==> config.mk <==
export PLATFORM = sky130hd
export DESIGN_NAME = uart_tx_fifo
export DESIGN_NICKNAME = d
export VERILOG_FILES = /design/src/rtl/uart_tx_fifo.sv
export SDC_FILE = /design/constraint.sdc
export NUM_CORES = 1
export LEC_CHECK = 0
export CORE_UTILIZATION = 45
export CTS_CLUSTER_DIAMETER = 40
export DETAILED_ROUTE_END_ITERATION = 7
export HOLD_SLACK_MARGIN = 0.12
export PLACE_DENSITY = 0.75
export SETUP_SLACK_MARGIN = 0.4
export SLEW_MARGIN = 20
export SYNTH_ARGS = -nofsm -noshare
export SYNTH_HDL_FRONTEND = slang
export SYNTH_SLANG_ARGS = --single-unit
==> constraint.sdc <==
create_clock -name sys_clk -period 2.8 [get_ports sys_clk]
set_input_delay 0.56 -clock sys_clk [delete_from_list [all_inputs] [get_ports sys_clk]]
set_output_delay 0.56 -clock sys_clk [all_outputs]
set_load 0.005 [all_outputs]
==> src/rtl/uart_tx_fifo.sv <==
// 8N1 UART transmitter fed by a byte FIFO; define UART_TX_PARITY_EN for an 8E1 frame.
// One clock domain, synchronous active-high reset.
module uart_tx_fifo #(
    parameter int CLK_FREQ = 50_000_000,
    parameter int UART_BPS = 115200,
    parameter int FIFO_AW  = 4
) (
    input  logic               sys_clk,
    input  logic               sys_rst,
    input  logic               wr_en,
    input  logic [7:0]         wr_data,
    output logic               full,
    output logic [FIFO_AW:0]   fifo_cnt,
    output logic               ovf,
    output logic               busy,
    output logic               uart_txd
);

    localparam int BAUD_DIV = CLK_FREQ / UART_BPS;
    localparam int DEPTH    = 1 << FIFO_AW;
    localparam int BW       = $clog2(BAUD_DIV);

`ifdef UART_TX_PARITY_EN
    typedef enum logic [2:0] {S_IDLE, S_START, S_DATA, S_PARITY, S_STOP} state_t;
    logic parity_bit;
`else
    typedef enum logic [2:0] {S_IDLE, S_START, S_DATA, S_STOP} state_t;
`endif

    state_t             state;
    logic [7:0]         mem [DEPTH];
    logic [FIFO_AW-1:0] wr_ptr;
    logic [FIFO_AW-1:0] rd_ptr;
    logic [BW-1:0]      baud_cnt;
    logic [2:0]         bit_cnt;
    logic [7:0]         shift;
    logic               push;
    logic               pop;
    logic               baud_end;

    assign full     = (fifo_cnt == (FIFO_AW+1)'(DEPTH));
    assign push     = wr_en && !full;
    assign pop      = (state == S_IDLE) && (fifo_cnt != '0);
    assign baud_end = (baud_cnt == BW'(BAUD_DIV - 1));

    // NOTE: the byte store has no reset; only pointers and count define which entries are valid.
    always_ff @(posedge sys_clk) begin
        if (push)
            mem[wr_ptr] <= wr_data;
    end

    // NOTE: all state uses non-blocking assignments so every register samples pre-edge values.
    always_ff @(posedge sys_clk) begin
        if (sys_rst) begin
            wr_ptr     <= '0;
            rd_ptr     <= '0;
            fifo_cnt   <= '0;
            ovf        <= 1'b0;
            state      <= S_IDLE;
            baud_cnt   <= '0;
            bit_cnt    <= '0;
            shift      <= '0;
            busy       <= 1'b0;
            uart_txd   <= 1'b1;
`ifdef UART_TX_PARITY_EN
            parity_bit <= 1'b0;
`endif
        end else begin
            // full is taken from the pre-edge count, so a same-cycle pop cannot rescue the write.
            ovf <= wr_en && full;
            if (push)
                wr_ptr <= wr_ptr + 1'b1;
            if (pop)
                rd_ptr <= rd_ptr + 1'b1;
            case ({push, pop})
                2'b10:   fifo_cnt <= fifo_cnt + 1'b1;
                2'b01:   fifo_cnt <= fifo_cnt - 1'b1;
                default: fifo_cnt <= fifo_cnt;
            endcase

            busy <= (state != S_IDLE);
            if (state == S_IDLE || baud_end)
                baud_cnt <= '0;
            else
                baud_cnt <= baud_cnt + 1'b1;

            // uart_txd is registered from the current state, so the line trails the FSM by one cycle.
            case (state)
                S_IDLE: begin
                    uart_txd <= 1'b1;
                    if (pop) begin
                        shift      <= mem[rd_ptr];
`ifdef UART_TX_PARITY_EN
                        parity_bit <= ^mem[rd_ptr];
`endif
                        bit_cnt    <= '0;
                        state      <= S_START;
                    end
                end
                S_START: begin
                    uart_txd <= 1'b0;
                    if (baud_end)
                        state <= S_DATA;
                end
                S_DATA: begin
                    uart_txd <= shift[0];
                    if (baud_end) begin
                        shift   <= {1'b0, shift[7:1]};
                        bit_cnt <= bit_cnt + 1'b1;
                        if (bit_cnt == 3'd7)
`ifdef UART_TX_PARITY_EN
                            state <= S_PARITY;
`else
                            state <= S_STOP;
`endif
                    end
                end
`ifdef UART_TX_PARITY_EN
                S_PARITY: begin
                    uart_txd <= parity_bit;
                    if (baud_end)
                        state <= S_STOP;
                end
`endif
                S_STOP: begin
                    uart_txd <= 1'b1;
                    if (baud_end)
                        state <= S_IDLE;
                end
                default: begin
                    uart_txd <= 1'b1;
                    state    <= S_IDLE;
                end
            endcase
        end
    end

endmodule

==> impl_metrics.env <==
export IMPL_placed_area_um2=7480
export IMPL_layout_worst_path_cycle_share_pct=89.5
export IMPL_yosys_cell_types_count=48
export IMPL_run_status="complete, no violations"
export IMPL_p_leak_nw=2.73
export IMPL_drt_drc_violations_left=0
export IMPL_power_density_nw_per_um2=906
export IMPL_syn_nets=488
export IMPL_finalHoldViolCount=0
export IMPL_grt_pass1_vias=4009
export IMPL_insertion_delay_ns=0.42
export IMPL_via_count=3993
export IMPL_top_level_ports=20
export IMPL_worst_ep_required_time_ns=3.12
export IMPL_hpwl_mm=8.80
export IMPL_dieHeight_um=126
export IMPL_hold_path_class="register to register"
export IMPL_postRouteAntennaNets=0
export IMPL_fmaxAchievable_mhz=399
export IMPL_layout_drive_gt1_share_pct=23.2
export IMPL_layout_commonest_cell="edfxtp_1"
export IMPL_max_vdd_ir_drop_uv=535
export IMPL_timing_critical_path_from_type="register"
export IMPL_drtPass1Iterations=5
export IMPL_worstMarginPinSlew_ns=0.767
export IMPL_synth_to_final_area_change_pct=17.1
export IMPL_groute_usage_overall_pct=18.4
export IMPL_netlist_instances=461
export IMPL_cts_made_buffers=17
export IMPL_timing_final_crit_period_ns=2.51
export IMPL_synth_main_ff_cell="edfxtp_1"
export IMPL_number_of_flops_mapped_to_enable_cells_by_yosys=128
export IMPL_n_fill_cell=1165
export IMPL_wire_length_of_the_first_global_routing_pass_mm=21.6
export IMPL_clock_sink_count=170
export IMPL_critPathMaxFanout=3
export IMPL_cts_buffer_depth=2
export IMPL_std_cell_rows=45
export IMPL_antenna_cells=0
export IMPL_worstSetupPathType="register to register"
export IMPL_synthArstFlopShare_pct=0
export IMPL_grt_start_max_net_pins=25
export IMPL_die_width_um=126
export IMPL_clkSlewWorstSetupHoldPaths_ns=0.06
export IMPL_crit_arrival_ns=2.83
export IMPL_most_common_layout_cells="128 x edfxtp_1, 40 x nor2_1, 38 x dfxtp_1"
export IMPL_max_slew_margin_rel_pct=48.7
export IMPL_initial_antenna_violation_count=0
export IMPL_yosys_warnings=0
export IMPL_post_route_cell_area_um2=8160
export IMPL_timing_setup_tns_ns=0
export IMPL_synth_area_um2=6970
export IMPL_cts_root_buf="clkbuf_16"
export IMPL_synth_yosys_seq_area_share_pct=67.2
export IMPL_setup_worst_path_end_class="register"
export IMPL_numPortBuffers=19
export IMPL_placeableCoreArea_um2=15100
export IMPL_grt_overflow=0
export IMPL_routed_wl_mm=13.8
export IMPL_hold_fix_buffers_at_cts=0
export IMPL_viasPerCell=5.63
export IMPL_floorplan_initialDensity_pct=46.0
export IMPL_rsz0062_at_grt="yes"
export IMPL_cts_htree_levels=4
export IMPL_worst_hold_path_num_cells=2
export IMPL_detail_route_wl_per_cell_um=19.5
export IMPL_report_final_slew_viol_count=0
export IMPL_die_area_um2=16000
export IMPL_number_of_maximum_capacitance_violations=0
export IMPL_ys_ff_latch=170
export IMPL_finish_net_count=537
export IMPL_gp_routability_congestion=0.825
export IMPL_worst_clk_skew_ns=0.00833
export IMPL_initial_drt_markers=281
export IMPL_ff2ff_setup_slack_ns=0.29
export IMPL_syn_area_per_cell_um2=15.1
export IMPL_tritoncts_clock_tree="done"
export IMPL_finalSetupViolations=0
export IMPL_timing_reg2reg_worst_path_depth=10
[area by class of cell]
cell class,count,area [um2],area share (%)
sequential,170,4690,57.5
multi-input combinational,257,2170,26.6
timing repair buffer,54,453,5.55
clock buffer,17,425,5.21
tap,188,235,2.88
clock inverter,13,144,1.76
inverter,10,37.5,0.460
[power by group]
part / leakage, nW / switching (mW) / internal, mW
sequential: 1.50 / 0.162 / 2.90
combinational: 0.944 / 1.05 / 1.01
clock: 0.280 / 0.961 / 1.31
[metrics by stage]
stage	power (mW)	setup WS [ns]	hold slack [ns]	instances	util, %
finish	7.39	0.293	0.460	709	53.9
global route	7.73	0.210	0.477	709	53.9
CTS	7.35	0.300	0.459	708	53.8
detailed placement	4.97	0.0561	0.451	669	49.4
global placement	4.90	0.116	0.441	669	49.4
floorplan	4.57	0.123	0.429	461	-
[path summary, 6_finish.rpt]
| kind | startpoint | to |
|---|---|---|
| max | fifo_cnt[1] | fifo_cnt[2] |
| min | shift[0] | shift[0] |
| max reg2reg | fifo_cnt[1] | fifo_cnt[2] |
| min reg2reg | shift[0] | shift[0] |
[timing repair]
item,4_1_cts,5_1_grt
setup endpoints to repair,3,4
pin swaps,6,2
buffers inserted,9,1
resized for setup,6,3
[registers in the layout, indices dropped and copies added, names as in the netlist, named ones only]
register,count
uart_txd,1
mem,128
wr_ptr,4
shift,8
ovf,1
baud_cnt,9
rd_ptr,4
bit_cnt,3
state,2
fifo_cnt,5
busy,1
[metal layers]
layer | share of wire, % | GRT usage [%] | up-vias
li1 | - | - | 1845
met1 | 45 | 23.5 | 2017
met4 | 2.7 | 7.16 | 0
met3 | 3.8 | 4.72 | 25
met2 | 49 | 30.2 | 106
met5 | 0 | 0 | -
[cells in the mapped netlist (2+ instances only)]
| cell | count | area (um2) |
|---|---|---|
| buf_6 | 2 | 22.5 |
| ha_1 | 16 | 200 |
| a21oi_2 | 6 | 52.6 |
| buf_4 | 3 | 22.5 |
| nor2b_1 | 3 | 18.8 |
| clkbuf_1 | 9 | 33.8 |
| nor3_1 | 5 | 25.0 |
| nand4_1 | 10 | 62.6 |
| o21ai_0 | 4 | 20.0 |
| a221o_2 | 7 | 78.8 |
| nor4_1 | 2 | 12.5 |
| nand3_1 | 11 | 55.1 |
| xnor2_1 | 7 | 61.3 |
| a21oi_1 | 11 | 55.1 |
| a221oi_1 | 7 | 61.3 |
| dfxtp_1 | 42 | 841 |
| mux2i_1 | 17 | 170 |
| buf_2 | 9 | 45.0 |
| xor2_1 | 10 | 87.6 |
| o22ai_1 | 2 | 12.5 |
| nand2b_1 | 14 | 87.6 |
| edfxtp_1 | 128 | 3840 |
| mux4_2 | 26 | 586 |
| or3_1 | 2 | 12.5 |
| nand2_1 | 37 | 139 |
| nor2_1 | 40 | 150 |
| inv_1 | 10 | 37.5 |
[worst max-delay path, stage by stage, from the launching register on]
cell,delay [ns]
dfxtp_4,0.35
or4_4,0.52
o21a_4,0.23
ha_4,0.17
xor2_1,0.14
ha_2,0.18
a21oi_4,0.14
buf_4,0.14
xnor2_2,0.06
or3_1,0.35
a21oi_1,0.14
[kinds of logic after synthesis]
group                    count (synthesis)  share of synthesized area [%]
AO/OA/AOI/OAI                           47                           5.35
XOR/XNOR                                17                           2.13
adder cells (fa/ha/maj)                 16                           2.87
buffers and inverters                   34                           2.37
flip-flops                             170                           67.2
multiplexers                            43                           10.8
AND/OR/NAND/NOR                        134                           9.28
Note: power is estimated with default switching activity, not from simulation.
